[src/rtl/reduction_accumulator_if.sv]
// Handshake bundle for reduction_accumulator: frame start, term stream in, result out.
interface reduction_accumulator_if #(
   parameter int unsigned CNT_W = 5
);
   localparam int unsigned DATA_W = 16;

   logic              start;
   logic [CNT_W-1:0]  count;
   logic              in_valid;
   logic              in_ready;
   logic [DATA_W-1:0] red_in;
   logic              out_valid;
   logic              out_ready;
   logic [DATA_W-1:0] acc_out;
   logic              overflow;
   logic              busy;

   modport master (
      output start, count, in_valid, red_in, out_ready,
      input  in_ready, out_valid, acc_out, overflow, busy
   );

   modport slave (
      input  start, count, in_valid, red_in, out_ready,
      output in_ready, out_valid, acc_out, overflow, busy
   );
endinterface

[src/rtl/reduction_accumulator.sv]
// Frame accumulator: sums `count` signed 16-bit terms, then holds the sum until taken.
// Optional build macro REDUCTION_ACC_SATURATE_EN clamps overflowing adds instead of wrapping.
module reduction_accumulator #(
   parameter int unsigned CNT_W = 5
) (
   input  logic                  clk,
   input  logic                  rst,
   reduction_accumulator_if.slave bus
);
   localparam int unsigned DATA_W = 16;
   localparam int unsigned SUM_W  = DATA_W + 1;

   typedef enum logic [1:0] {
      IDLE  = 2'd0,
      ACCUM = 2'd1,
      DONE  = 2'd2
   } state_t;

   state_t            state, state_nx;
   logic [DATA_W-1:0] acc, acc_nx;
   logic [CNT_W-1:0]  remaining, remaining_nx;
   logic              ovf, ovf_nx;
   logic              in_ready_q, out_valid_q, busy_q;

   logic [SUM_W-1:0]  sum_c;
   logic              add_ovf_c;

   // One extra bit exposes signed overflow: the two top bits disagree.
   always_comb begin
      sum_c     = {acc[DATA_W-1], acc} + {bus.red_in[DATA_W-1], bus.red_in};
      add_ovf_c = sum_c[SUM_W-1] ^ sum_c[DATA_W-1];
   end

   always_ff @(posedge clk or posedge rst) begin
      if (rst) begin
         state       <= IDLE;
         acc         <= '0;
         remaining   <= '0;
         ovf         <= 1'b0;
         in_ready_q  <= 1'b0;
         out_valid_q <= 1'b0;
         busy_q      <= 1'b0;
      end else begin
         state       <= state_nx;
         acc         <= acc_nx;
         remaining   <= remaining_nx;
         ovf         <= ovf_nx;
         in_ready_q  <= (state_nx == ACCUM);
         out_valid_q <= (state_nx == DONE);
         busy_q      <= (state_nx != IDLE);
      end
   end

   always_comb begin
      state_nx     = state;
      acc_nx       = acc;
      remaining_nx = remaining;
      ovf_nx       = ovf;

      unique case (state)
         IDLE: begin
            if (bus.start) begin
               acc_nx       = '0;
               ovf_nx       = 1'b0;
               remaining_nx = bus.count;
               state_nx     = (bus.count != '0) ? ACCUM : DONE;
            end
         end
         ACCUM: begin
            if (bus.in_valid && in_ready_q) begin
`ifdef REDUCTION_ACC_SATURATE_EN
               if (add_ovf_c)
                  acc_nx = sum_c[SUM_W-1] ? DATA_W'(16'h8000) : DATA_W'(16'h7FFF);
               else
                  acc_nx = sum_c[DATA_W-1:0];
`else
               acc_nx = sum_c[DATA_W-1:0];
`endif
               ovf_nx       = ovf | add_ovf_c;
               remaining_nx = remaining - CNT_W'(1);
               if (remaining == CNT_W'(1))
                  state_nx = DONE;
            end
         end
         DONE: begin
            if (bus.out_ready)
               state_nx = IDLE;
         end
         default: state_nx = IDLE;
      endcase
   end

   assign bus.in_ready  = in_ready_q;
   assign bus.out_valid = out_valid_q;
   assign bus.busy      = busy_q;
   assign bus.acc_out   = acc;
   assign bus.overflow  = ovf;
endmodule

[src/flat_wrapper.sv]
// flat-port wrapper written by rule: the top's interface ports become plain ports
module reduction_accumulator_flat 
#(
   parameter int unsigned CNT_W = 5
)
  (clk, rst, bus_start, bus_count, bus_in_valid, bus_red_in, bus_out_ready, bus_in_ready, bus_out_valid, bus_acc_out, bus_overflow, bus_busy);
  reduction_accumulator_if #(.CNT_W(CNT_W)) bus_i ();
  input  logic clk;
  input  logic rst;
  input wire logic [$bits(bus_i.start)-1:0] bus_start;
  input wire logic [$bits(bus_i.count)-1:0] bus_count;
  input wire logic [$bits(bus_i.in_valid)-1:0] bus_in_valid;
  input wire logic [$bits(bus_i.red_in)-1:0] bus_red_in;
  input wire logic [$bits(bus_i.out_ready)-1:0] bus_out_ready;
  output wire logic [$bits(bus_i.in_ready)-1:0] bus_in_ready;
  output wire logic [$bits(bus_i.out_valid)-1:0] bus_out_valid;
  output wire logic [$bits(bus_i.acc_out)-1:0] bus_acc_out;
  output wire logic [$bits(bus_i.overflow)-1:0] bus_overflow;
  output wire logic [$bits(bus_i.busy)-1:0] bus_busy;
  assign bus_i.start = bus_start;
  assign bus_i.count = bus_count;
  assign bus_i.in_valid = bus_in_valid;
  assign bus_i.red_in = bus_red_in;
  assign bus_i.out_ready = bus_out_ready;
  assign bus_in_ready = bus_i.in_ready;
  assign bus_out_valid = bus_i.out_valid;
  assign bus_acc_out = bus_i.acc_out;
  assign bus_overflow = bus_i.overflow;
  assign bus_busy = bus_i.busy;
  reduction_accumulator #(.CNT_W(CNT_W)) u_core (.clk(clk), .rst(rst), .bus(bus_i));
endmodule
[config.mk]
export PLATFORM = sky130hd
export DESIGN_NAME = reduction_accumulator_flat
export DESIGN_NICKNAME = d
export VERILOG_FILES = /design/src/rtl/reduction_accumulator_if.sv /design/src/rtl/reduction_accumulator.sv /design/src/flat_wrapper.sv
export SDC_FILE = /design/constraint.sdc
export NUM_CORES = 1
export LEC_CHECK = 0
export BUFFER_PORTS_ARGS = -buffer_cell sky130_fd_sc_hd__buf_2
export CAP_MARGIN = 20
export CORE_ASPECT_RATIO = 1.25
export CORE_UTILIZATION = 48
export DETAILED_ROUTE_END_ITERATION = 10
export PLACE_DENSITY = 0.78
export SLEW_MARGIN = 20
export SYNTH_ARGS = -nofsm -noshare
export SYNTH_HDL_FRONTEND = slang
export SYNTH_SLANG_ARGS = --single-unit
[constraint.sdc]
create_clock -name clk -period 2.2 [get_ports clk]
set_clock_uncertainty 0.2 [all_clocks]
set_input_delay 0.44 -clock clk [delete_from_list [all_inputs] [get_ports clk]]
set_output_delay 0.44 -clock clk [all_outputs]
set_load 0.1 [all_outputs]
==> flow_summary.json <==
{
  "slew_viol_final": 0,
  "synth_common_cells": "nand2_1 (32), dfrtp_1 (27), o21ai_0 (23), a21oi_1 (20), ha_1 (18)",
  "synth_xor_area_frac": 0.05049,
  "rsz0062_at_grt": "yes",
  "crit_arrival_ps": 2160,
  "antenna_cells": 0,
  "ys_ff_latch": 27,
  "timing.hold.ws_ps": 20.50,
  "routed.top_layer": "met4",
  "yosysUniqueCellTypes": 35,
  "grt_overflow": 0,
  "hold_path.class": "input pin to asynchronous set/reset pin",
  "routedWlPerCell_um": 14.19,
  "start_kind": "flip-flop",
  "root_buffer": "clkbuf_8",
  "setup_ws_ps": 3.113,
  "synthTopCellsByArea": "dfrtp_1 (35%), ha_1 (12%), nand2_1 (6.3%)",
  "finalNetCount": 345,
  "synth-async-reset-ratio": 1.000,
  "fin_crit_sh": 0.9986,
  "drc": 0,
  "grt_pass1_wl_mm": 8.259,
  "core_mm2": 0.003785,
  "area_growth_syn_to_layout_pct": 36.46,
  "grt_max_degree": 28,
  "fin_crit_ps": 2197,
  "finalSetupTns_ps": 0,
  "clock.fmax_mhz": 455.2,
  "clock_latency_ps": 280,
  "rows": 25,
  "clkTransAtPathRegs_ps": 100,
  "dr.pass1.iters": 4,
  "timing.rr.start": "u_core.bus.acc_out[0]",
  "initial_core_util": 0.5041,
  "vias_per_cell": 5.544,
  "muxShareOfSynthArea": 0.005902,
  "outcome": "finished clean",
  "synth_fa_ha_area_frac": 0.1285,
  "wirelength_mm": 5.008,
  "synthCells": 223,
  "cts.sinks": 27,
  "cts_buffer_depth": 2,
  "synth_area_mm2": 0.001908,
  "reg2regPathDepth": 8,
  "yosysTopAreaCell": "dfrtp_1",
  "yosysMostFrequentCell": "nand2_1",
  "die-width_um": 58.39,
  "hpwl_mm": 3.768,
  "port_buffers": 45,
  "setup_viol": 0,
  "route.met3.wl_um": 203,
  "wl_met1_mm": 2.138,
  "vias": 1957,
  "fp.dieArea_mm2": 0.004233,
  "worstPathRequired_ps": 2170,
  "ys_warn_count": 0,
  "synth_area_per_cell_um2": 8.556,
  "r2r_setup_slack_ps": 3,
  "synth_edf_count": 0,
  "grtUsageTotal": 0.2528,
  "ant_nets": 0,
  "synth_fp_nets": 268,
  "ys_seq_area_frac": 0.3541,
  "synth_ff_type": "dfrtp_1",
  "hold_violations": 0,
  "cts_max_level": 1,
  "final_util": 0.6879,
  "place.gp.congestion": 0.8937,
  "first_global_vias": 1874,
  "worst_slew_pin_slew_ps": 555.2,
  "synth.top_cell.area_share": 0.3541,
  "layout-drive-gt1-share": 0.3913,
  "critPathCaptureType": "flip-flop",
  "initialDrtViolationCount": 88,
  "wl_met2_mm": 2.560,
  "place_ws_ps": -106.9,
  "synth_top_family_by_area": "compound AO/OA/AOI/OAI gates",
  "synth-compound-area-share": 0.2708,
  "path_max_fanout": 4,
  "cts_made_buffers": 3,
  "antenna_found_initial": 0,
  "cts_tree": "built",
  "slew_headroom": 0.6299,
  "pin_count": 46,
  "fp.dieH_um": 72.49,
  "regToRegEndpoint": "u_core.bus.acc_out[10]",
  "cap_violations": 0,
  "crit_type": "flip-flop to flip-flop",
  "synth-simple-area-share": 0.1607
}
==> sequential cells by signal, summed over array words and instances (netlist names) <==
name	cells
u_core.bus.in_ready	1
u_core.bus.overflow	1
u_core.bus.busy	1
u_core.bus.out_valid	1
u_core.bus.acc_out	16
u_core.state	2
u_core.remaining	5
==> cells in the final DEF (no fill, tap or decap), types with 3 or more instances in the layout <==
cell and n:
nor2_1 14, nand4_1 3, buf_2 45, a21oi_1 20, a211oi_1 3, and3_1 3, a21o_1 3, o21bai_1 4
clkbuf_8 3, dfrtp_2 11, xor2_1 4, buf_4 35, o21ai_0 16, inv_1 5, nor2_2 4, nand3_1 6
ha_1 16, o21ai_1 10, dfrtp_4 4, xnor2_1 7, dfrtp_1 12, o31ai_1 5, nand2_1 32, nor3_1 4
==> worst max-delay path: stages (launching register included) <==
cell and delay (ps):
dfrtp_4 500, ha_4 170, fa_2 340, a211oi_2 200
nor2_2 90, a41oi_4 200, o21ai_2 110, xnor2_1 190
o21ai_1 70
==> worst max path at each step <==
stage | start | to | slack (ps) | cells after the start
after floorplan | u_core.bus.acc_out[0] | u_core.bus.acc_out[14] | -160 | 7
after global placement | bus_red_in[2] | u_core.bus.acc_out[13] | -80 | 9
after detailed placement | bus_red_in[2] | u_core.bus.overflow | -110 | 9
after CTS | u_core.bus.acc_out[0] | u_core.bus.acc_out[14] | -50 | 7
after global routing | u_core.bus.acc_out[0] | u_core.bus.acc_out[10] | -110 | 8
final | u_core.bus.acc_out[0] | u_core.bus.acc_out[10] | 3 | 8
==> stage by stage <==
step	std cells	instance area, um^2
floorplan	223	1964
global placement	346	2467
detailed placement	346	2467
CTS	352	2570
global route	353	2604
finish	353	2604
==> cells by family after synthesis <==
group	count (synthesis)
AO/OA/AOI/OAI	81
XOR/XNOR	11
adder cells (fa/ha/maj)	19
buffers and inverters	14
flip-flops	27
multiplexers	1
AND/OR/NAND/NOR	70
==> cell type report <==
type,instances,area [um^2]
tap,54,67.56
clock inverter,1,7.507
sequential,27,704.4
timing repair buffer,81,499.2
multi-input combinational,182,1265
fill,333,1181
inverter,5,18.77
clock buffer,3,41.29
==> repair_timing <==
| item | CTS | global route |
|---|---|---|
| resized for setup | 9 | 6 |
| setup endpoints to repair | 10 | 11 |
| pin swaps | 2 | 9 |
| endpoints found under the hold margin | 0 | 0 |
| setup buffers | 2 | 1 |
| gates cloned | 0 | 0 |
| hold buffers | 0 | 0 |
==> per-layer routing <==
metal,GRT usage,vias up
li1,-,963
met1,0.3126,925
met2,0.4457,57
met3,0.02317,12
met4,0.1058,0
met5,0,-
Power is not shown: default switching activity piles up to over one toggle a cycle in this logic, so the estimate is an artifact.
